===== config.mk =====
export PLATFORM = sky130hd
export DESIGN_NAME = dist_tree_seq
export DESIGN_NICKNAME = d
export VERILOG_FILES = /design/src/rtl/dist_tree_pkg.sv /design/src/rtl/dist_tree_node_seq.sv /design/src/rtl/dist_tree_seq.sv
export SDC_FILE = /design/constraint.sdc
export NUM_CORES = 1
export LEC_CHECK = 0
export BUFFER_PORTS_ARGS = -buffer_cell sky130_fd_sc_hd__buf_2
export CAP_MARGIN = 30
export CORE_MARGIN = 2
export CORE_UTILIZATION = 50
export DETAILED_ROUTE_END_ITERATION = 6
export GPL_TIMING_DRIVEN = 1
export PLACE_DENSITY = 0.82
export SETUP_SLACK_MARGIN = 0.4
export SYNTH_ARGS = -nofsm -noshare
export SYNTH_HDL_FRONTEND = slang
export SYNTH_SLANG_ARGS = --single-unit

===== constraint.sdc =====
create_clock -name clk -period 4.6 [get_ports clk]
set_clock_uncertainty 0.2 [all_clocks]
set_input_delay 0 -clock clk [delete_from_list [all_inputs] [get_ports clk]]
set_output_delay 0 -clock clk [all_outputs]
set_load 0.05 [all_outputs]

===== src/rtl/dist_tree_pkg.sv =====
// Shared sizing helpers for the pipelined distribution tree.
package dist_tree_pkg;

    // Bit value used to build the pruned-branch data word of any width.
    localparam logic DUMMY_BIT = 1'b0;

    function automatic int clog2(input int value);
        int result = 0;
        int span   = 1;
        while (span < value) begin
            span   = span * 2;
            result = result + 1;
        end
        return result;
    endfunction

    function automatic int tree_levels(input int leaves);
        return (clog2(leaves) < 1) ? 1 : clog2(leaves);
    endfunction

    function automatic int padded_leaves(input int leaves);
        return 1 << tree_levels(leaves);
    endfunction

endpackage


===== src/rtl/dist_tree_node_seq.sv =====
// One registered tree node: stores {valid, data, sub-mask} and splits the
// sub-mask into two children, pruning any child whose half-mask is empty.
module dist_tree_node_seq
    import dist_tree_pkg::*;
#(
    parameter int DATA_WIDTH = 8,
    parameter int MASK_WIDTH = 2
) (
    input  logic                    clk,
    input  logic                    rst,
    input  logic                    en,
    input  logic                    in_valid,
    input  logic [DATA_WIDTH-1:0]   in_data,
    input  logic [MASK_WIDTH-1:0]   in_mask,
    output logic                    lo_valid,
    output logic [DATA_WIDTH-1:0]   lo_data,
    output logic [MASK_WIDTH/2-1:0] lo_mask,
    output logic                    hi_valid,
    output logic [DATA_WIDTH-1:0]   hi_data,
    output logic [MASK_WIDTH/2-1:0] hi_mask
);
    localparam int HALF = MASK_WIDTH / 2;
    localparam logic [DATA_WIDTH-1:0] DUMMY_DATA = {DATA_WIDTH{DUMMY_BIT}};

    logic                  valid;
    logic [DATA_WIDTH-1:0] data;
    logic [MASK_WIDTH-1:0] mask;

    always_ff @(posedge clk) begin
        if (rst) begin
            valid <= 1'b0;
            data  <= DUMMY_DATA;
            mask  <= '0;
        end else if (en) begin
            valid <= in_valid;
            data  <= in_valid ? in_data : DUMMY_DATA;
            mask  <= in_valid ? in_mask : '0;
        end
    end

    assign lo_valid = valid && (|mask[HALF-1:0]);
    assign hi_valid = valid && (|mask[MASK_WIDTH-1:HALF]);
    assign lo_data  = lo_valid ? data : DUMMY_DATA;
    assign hi_data  = hi_valid ? data : DUMMY_DATA;
    assign lo_mask  = lo_valid ? mask[HALF-1:0] : '0;
    assign hi_mask  = hi_valid ? mask[MASK_WIDTH-1:HALF] : '0;

endmodule


===== src/rtl/dist_tree_seq.sv =====
// Pipelined 1-to-N multicast tree: the root word is replicated one level per
// cycle and emerges LEVELS cycles later on every leaf selected by its mask.
module dist_tree_seq
    import dist_tree_pkg::*;
#(
    parameter int NUM_OUTPUT_DATA = 8,
    parameter int DATA_WIDTH      = 8
) (
    input  logic                                  clk,
    input  logic                                  rst,
    input  logic                                  i_en,
    input  logic                                  i_valid,
    input  logic [DATA_WIDTH-1:0]                 i_data,
    input  logic [NUM_OUTPUT_DATA-1:0]            i_dest_mask,
    output logic [NUM_OUTPUT_DATA-1:0]            o_valid,
    output logic [NUM_OUTPUT_DATA*DATA_WIDTH-1:0] o_data_bus,
    output logic                                  o_busy
);
    localparam int LEVELS = tree_levels(NUM_OUTPUT_DATA);
    localparam int P      = padded_leaves(NUM_OUTPUT_DATA);
    localparam int NODES  = 2 * P - 1;

    // Heap-numbered node I/O: entry 0 is the root input, children of n are
    // 2n+1 / 2n+2, and entries P-1 .. 2P-2 are the padded leaves.
    logic [NODES-1:0]        tree_valid;
    logic [DATA_WIDTH-1:0]   tree_data [NODES];
    // Every level's sub-masks tile exactly P bits, so level l lives at [l*P +: P].
    logic [(LEVELS+1)*P-1:0] tree_mask;
    logic [P-1:0]            root_mask;
    logic [P-1:0]            unused_pad;

    always_comb begin
        root_mask = '0;
        root_mask[NUM_OUTPUT_DATA-1:0] = i_dest_mask;
    end

    assign tree_valid[0]     = i_valid && (|root_mask);
    assign tree_data[0]      = tree_valid[0] ? i_data : '0;
    assign tree_mask[P-1:0]  = tree_valid[0] ? root_mask : '0;

    for (genvar l = 0; l < LEVELS; l++) begin : g_lvl
        localparam int MW = P >> l;
        for (genvar j = 0; j < (1 << l); j++) begin : g_node
            localparam int ID = (1 << l) - 1 + j;
            dist_tree_node_seq #(
                .DATA_WIDTH (DATA_WIDTH),
                .MASK_WIDTH (MW)
            ) u_node (
                .clk      (clk),
                .rst      (rst),
                .en       (i_en),
                .in_valid (tree_valid[ID]),
                .in_data  (tree_data[ID]),
                .in_mask  (tree_mask[l*P + j*MW +: MW]),
                .lo_valid (tree_valid[2*ID+1]),
                .lo_data  (tree_data[2*ID+1]),
                .lo_mask  (tree_mask[(l+1)*P + j*MW +: MW/2]),
                .hi_valid (tree_valid[2*ID+2]),
                .hi_data  (tree_data[2*ID+2]),
                .hi_mask  (tree_mask[(l+1)*P + j*MW + MW/2 +: MW/2])
            );
        end
    end

    for (genvar k = 0; k < P; k++) begin : g_leaf
        if (k < NUM_OUTPUT_DATA) begin : g_real
            assign o_valid[k]                           = tree_valid[P-1+k];
            assign o_data_bus[k*DATA_WIDTH +: DATA_WIDTH] = tree_data[P-1+k];
            assign unused_pad[k]                        = tree_mask[LEVELS*P + k];
        end else begin : g_pad
            assign unused_pad[k] = tree_mask[LEVELS*P + k] ^ tree_valid[P-1+k]
                                 ^ (^tree_data[P-1+k]);
        end
    end

    // A held token always has a non-empty mask, so some child below it is valid.
    assign o_busy = |tree_valid[NODES-1:1];

endmodule

==> results of run 1 <==
[cell usage after synthesis, types with 2 or more instances]
library cell,count,area (µm²)
dfxtp_1,87,1740
and3_1,64,400
nor2_1,59,221
a22oi_1,39,293
clkbuf_1,19,71.3
a21oi_1,17,85.1
a22o_1,16,140
a32oi_1,16,140
nand2_1,13,48.8
nand3_1,12,60.1
buf_2,10,50.1
and2_1,9,56.3
buf_4,9,67.6
o211a_1,4,40.0
buf_6,2,22.5
nor4_1,2,12.5
nor4_2,2,25.0
or4_1,2,15.0
or4_4,2,22.5
[per-layer routing]
metal,share of wire (%),GRT usage (%)
met1,45,32.0
met2,47,35.7
met3,6.7,4.10
met4,1.3,9.78
met5,0,0
[registers in the layout (all words and copies together) (netlist names)]
signal                     flops
g_lvl.g_node.u_node.mask      24
g_lvl.g_node.u_node.data      56
g_lvl.g_node.u_node.valid      7
[worst max-delay path: stages, from the launching register on]
cell	delay, ps
dfxtp_1	340
or4_4	620
o21ai_1	210
nand4_1	140
buf_2	260
[power groups by stage]
stage	combinational (W)	clock (W)	sequential [W]
2_1_floorplan	0.0000475	0	0.000781
3_3_place_gp	0.0000577	0	0.000784
3_5_place_dp	0.0000610	0	0.000785
4_1_cts	0.0000735	0.000590	0.000767
5_1_grt	0.0000806	0.000618	0.000768
6_report	0.0000743	0.000585	0.000767
[area by class of cell]
| type | instances | share of cell area [%] |
|---|---|---|
| Clock inverter | 7 | 2.20 |
| Tap cell | 96 | 2.74 |
| Multi-Input combinational cell | 263 | 36.9 |
| Clock buffer | 9 | 2.83 |
| Timing Repair Buffer | 113 | 15.5 |
| Inverter | 1 | 0.0857 |
| Sequential cell | 87 | 39.8 |
[kinds of logic after synthesis]
logic type             count (synthesis)  share of synthesized area, %
AOI/OAI and AO/OA                     95                          20.5
buffers and inverters                 42                          6.12
DFF                                   87                          48.7
and+or+nand+nor                      168                          24.7
[metrics by stage]
step | power [W] | util [%] | instances | instance area [µm²] | hold WS [ps]
finish | 0.00143 | 63.8 | 576 | 4380 | 69.8
global route | 0.00147 | 63.8 | 576 | 4380 | 103
CTS | 0.00143 | 63.8 | 576 | 4380 | 67.1
detailed placement | 0.000846 | 57.8 | 541 | 3970 | 12.0
global placement | 0.000842 | 57.5 | 540 | 3950 | 9.46
floorplan | 0.000829 | - | 392 | 3580 | -74.5
[layout by cell type, fill, tap and decap left out, drive strengths merged, types with 9 or more instances in the layout]
cell type and instances:
a21oi 17, a22o 16, a22oi 39, a32oi 16, and2 9, and3 64
buf 94, clkbuf 9, dfxtp 87, dlygate4sd3 19, nand2 13, nand3 12
nor2 59
[worst max path at each step]
stage	endpoint	start
3_3_place_gp	o_busy	g_lvl[0].g_node[0].u_node.mask[0]
4_1_cts	o_busy	g_lvl[0].g_node[0].u_node.mask[0]
5_1_grt	o_busy	g_lvl[0].g_node[0].u_node.mask[0]
3_5_place_dp	g_lvl[0].g_node[0].u_node.mask[1]	rst
2_1_floorplan	o_busy	g_lvl[0].g_node[0].u_node.mask[0]
6_report	o_busy	g_lvl[0].g_node[0].u_node.mask[0]
==> results.py, run 1 <==
metrics = {
    "hold_path": {
        "min-delay-start": "rst",
        "hold_end": "g_lvl[1].g_node[1].u_node.mask[1]",
        "min_path_cells": 3,
        "hp-class": "input pin to register",
    },
    "timing": {
        "worstMarginPinSlew_ps": 953,
        "period_minus_slack_ps": 2130,
        "tns_ps": 0,
        "finalHoldViolations": 0,
        "setup_viol": 0,
        "period_share_pct": 46.2,
        "setup_slack_ps": 2470,
        "rsz0062_at_grt": "no",
        "max_freq_ghz": 0.471,
        "finalMaxSlewViolations": 0,
        "worst_slew_margin_rel_pct": 36.2,
    },
    "pwr": {
        "leakage_nw": 2.15,
        "power.switching_w": 0.000331,
        "p_comb_share_pct": 5.2,
        "switching_share_pct": 23.2,
        "internal_power_w": 0.00110,
        "power_density_nw_per_um2": 326,
        "vdd_drop_max_mv": 0.199,
        "pwr-share-seq_pct": 53.8,
        "p_clk_share_pct": 41.0,
    },
    "synth": {
        "yosysSeqAreaShare_pct": 48.7,
        "synth_ff_type": "dfxtp_1",
        "ys_types": 27,
        "syn_nets": 412,
        "synth_edf_count": 0,
        "ys_seq_elements": 87,
        "syn_area_per_cell_um2": 9.12,
        "synth_cells": 392,
        "yosys_warnings": 0,
        "synth_area_um2": 3580,
        "async_reset_ff_share_pct": 0,
    },
    "floorplan": {
        "die_area_um2": 7840,
        "io_pins": 93,
        "start_util_pct": 52.1,
        "row_count": 30,
        "coreArea_um2": 6870,
        "fp.dieH_um": 88.6,
        "chipWidth_um": 88.6,
    },
    "clock_network": {
        "cts_inserted_buffers": 9,
        "ctsHoldBuffers": 19,
        "h-tree-depth": 3,
        "clkSinkCount": 87,
        "cts_resized": 0,
        "path_clk_slew_ps": 90,
        "cts-root-buf": "clkbuf_8",
        "insertion_delay_ps": 360,
        "cts_tree": "yes",
        "cts_buffer_depth": 2,
        "post_cts_buffers": 0,
    },
    "final_layout": {
        "drive_gt1_share_pct": 24.2,
        "n_antenna_cell": 0,
        "seqCellArea_um2": 1740,
        "syn_to_final_growth_pct": 22.5,
        "multi_input_area_um2": 1620,
        "fin_nets": 495,
        "num-fill-cells": 567,
    },
    "critical_path": {
        "endpoint_kind": "output pin",
        "cp-start-kind": "register",
        "cp_data_arrival_time_ps": 1930,
        "r2r_start": "g_lvl[0].g_node[0].u_node.valid",
        "r2r_cells": 3,
        "crit_required_ps": 4400,
        "ff2ff_setup_slack_ps": 2870,
        "cp_max_fo": 10,
        "criticalPathCategory": "register to output pin",
        "reg2reg_to": "g_lvl[1].g_node[1].u_node.data[5]",
    },
    "outcome": {
        "status": "complete, no violations",
    },
    "route": {
        "drtIter0Drc": 391,
        "via_per_inst": 5.74,
        "vias": 3304,
        "postRouteAntennaNets": 0,
        "wire_per_inst_um": 15.8,
        "drc": 0,
        "finalWirelength_um": 9080,
        "drtPass1Iterations": 5,
    },
    "grt": {
        "track_usage_pct": 23.1,
        "grt_pass1_vias": 2819,
        "antenna_found_initial": 0,
        "grt_pass1_wl_um": 14000,
        "grt-ovfl-total": 0,
        "grt_max_degree": 74,
    },
    "placed_design": {
        "pre_cts_slack_ps": 2790,
        "routabilityCongestion": 0.841,
        "io_buffers": 92,
        "dp_hpwl_um": 6120,
    },
    "flow_run": {
        "drv_cap": 0,
    },
}
Power figures use the tool's default switching activity.
==> run 2: changes to the inputs <==
clock period = 2 ns   (was 4.6 ns; I/O delays follow)
==> run 2 against run 1 <==
  * Clock-buffer cell count increased by 1
  * Die area unchanged
  * Power increased by 110%
  * Flip-flop and latch count unchanged
  * Critical path depth unchanged
  * Setup slack got worse by 2400 ps
  * Critical path type unchanged
  * Highest routed layer unchanged
==> results.py, run 2 (same netlist as run 1, synthesis figures left out) <==
metrics = {
    "floorplan": {
        "fp.dieH_um": 88.6,
        "io_pins": 93,
        "chipWidth_um": 88.6,
        "die_area_um2": 7840,
        "row_count": 30,
        "coreArea_um2": 6870,
        "start_util_pct": 52.1,
    },
    "pwr": {
        "p_clk_share_pct": 35.2,
        "pwr-share-seq_pct": 58.6,
        "leakage_nw": 2.21,
        "switching_share_pct": 24.7,
        "power.switching_w": 0.000742,
        "vdd_drop_max_mv": 0.419,
        "p_comb_share_pct": 6.3,
        "power_density_nw_per_um2": 655,
        "internal_power_w": 0.00227,
    },
    "clock_network": {
        "insertion_delay_ps": 360,
        "cts_tree": "yes",
        "path_clk_slew_ps": 80,
        "cts_inserted_buffers": 9,
        "cts-root-buf": "clkbuf_8",
        "cts_buffer_depth": 2,
        "h-tree-depth": 3,
        "clkSinkCount": 87,
    },
    "placed_design": {
        "pre_cts_slack_ps": 348,
        "io_buffers": 92,
        "routabilityCongestion": 0.860,
        "dp_hpwl_um": 6140,
        "placed_area_um2": 4020,
    },
    "final_layout": {
        "design_area_um2": 4590,
        "num-fill-cells": 572,
        "final_common_cell": "dfxtp_1",
        "final_cell_mix": "75 x dfxtp_1, 64 x and3_1, 64 x buf_2",
        "fin_nets": 511,
        "n_antenna_cell": 0,
        "largest_reg_flops": 56,
        "top_register": "g_lvl.g_node.u_node.data",
        "drive_gt1_share_pct": 30.4,
        "syn_to_final_growth_pct": 28.5,
        "reg.largest.list": "g_lvl.g_node.u_node.data: 56 flops, g_lvl.g_node.u_node.mask: 24 flops, g_lvl.g_node.u_node.valid: 7 flops",
    },
    "timing": {
        "period_share_pct": 97.6,
        "finalHoldViolations": 0,
        "tns_ps": 0,
        "finalMaxSlewViolations": 0,
        "worstMarginPinSlew_ps": 692,
        "holdWs_ps": 58.7,
        "setup_slack_ps": 48.6,
        "worst_slew_margin_rel_pct": 53.8,
        "period_minus_slack_ps": 1950,
        "setup_viol": 0,
        "max_freq_ghz": 0.512,
        "rsz0062_at_grt": "yes",
    },
    "route": {
        "postRouteAntennaNets": 0,
        "drc": 0,
        "finalWirelength_um": 9470,
        "drtIter0Drc": 255,
        "vias": 3384,
        "wire_per_inst_um": 16.0,
        "via_per_inst": 5.72,
        "drtPass1Iterations": 5,
    },
    "flow_run": {
        "drv_cap": 0,
    },
    "grt": {
        "grt_pass1_vias": 2940,
        "grt_max_degree": 71,
        "grt-ovfl-total": 0,
        "track_usage_pct": 24.4,
        "grt_pass1_wl_um": 14700,
        "antenna_found_initial": 0,
    },
    "hold_path": {
        "min-delay-start": "i_en",
        "hold_end": "g_lvl[1].g_node[1].u_node.mask[3]",
        "min_path_cells": 4,
        "hp-class": "input pin to register",
    },
    "critical_path": {
        "reg2reg_to": "g_lvl[1].g_node[1].u_node.valid",
        "crit_required_ps": 1800,
        "endpoint_kind": "output pin",
        "ff2ff_setup_slack_ps": 320,
        "cp_max_fo": 3,
        "r2r_cells": 4,
        "cp-start-kind": "register",
        "criticalPathCategory": "register to output pin",
        "r2r_start": "g_lvl[0].g_node[0].u_node.mask[4]",
        "cp_data_arrival_time_ps": 1750,
    },
    "outcome": {
        "status": "complete, no violations",
    },
}
-- run 2: cell type report --
type,instances,area (µm²),share of cell area [%]
Inverter,1,3.75,0.0817
Clock inverter,6,37.5,0.817
Tap cell,96,120,2.61
Timing Repair Buffer,129,871,19.0
Clock buffer,10,128,2.78
Sequential cell,87,1760,38.3
Multi-Input combinational cell,263,1670,36.4
-- run 2: worst max-delay path by stage --
stage	to	start	cells past startpoint	slack (ps)
after floorplan	o_busy	g_lvl[0].g_node[0].u_node.mask[7]	4	240
after global placement	o_busy	g_lvl[1].g_node[1].u_node.mask[0]	4	350
after detailed placement	o_busy	g_lvl[0].g_node[0].u_node.mask[7]	4	350
after CTS	o_busy	g_lvl[1].g_node[1].u_node.mask[0]	4	60
after global routing	o_busy	g_lvl[0].g_node[0].u_node.mask[4]	4	20
final	o_busy	g_lvl[0].g_node[0].u_node.mask[4]	4	50
-- run 2: critical path, stage by stage, from the launching register on --
cell and delay (ps):
dfxtp_2 340, or4_4 540, o21ai_2 140, nand4_1 160
buf_6 200
-- run 2: through the flow --
step           util, %  total power, W  instances
3_3_place_gp      58.5         0.00194        548
5_1_grt           66.9         0.00312        592
2_1_floorplan        -         0.00191        392
3_5_place_dp      58.5         0.00195        548
4_1_cts           64.8         0.00301        588
6_report          66.9         0.00301        592
-- run 2: layer usage --
| metal | track usage [%] | share of wire [%] | vias up |
|---|---|---|---|
| li1 | - | - | 1634 |
| met1 | 34.3 | 46 | 1596 |
| met2 | 37.2 | 46 | 137 |
| met3 | 3.54 | 5.8 | 17 |
| met4 | 11.3 | 1.7 | 0 |
| met5 | 0 | 0 | - |
-- run 2: repair_timing --
item,4_1_cts,5_1_grt
setup endpoints to repair,14,67
pin swaps,4,3
hold endpoints to repair,29,0
buffers inserted,4,4
resized for setup,10,45
hold buffers,20,0
-- run 2: power by group through the flow --
stage / registers (W) / clock network, W / logic (W)
6_report: 0.00176 / 0.00106 / 0.000188
2_1_floorplan: 0.00180 / 0 / 0.000109
5_1_grt: 0.00176 / 0.00115 / 0.000202
3_5_place_dp: 0.00181 / 0 / 0.000140
4_1_cts: 0.00176 / 0.00107 / 0.000179
3_3_place_gp: 0.00180 / 0 / 0.000137
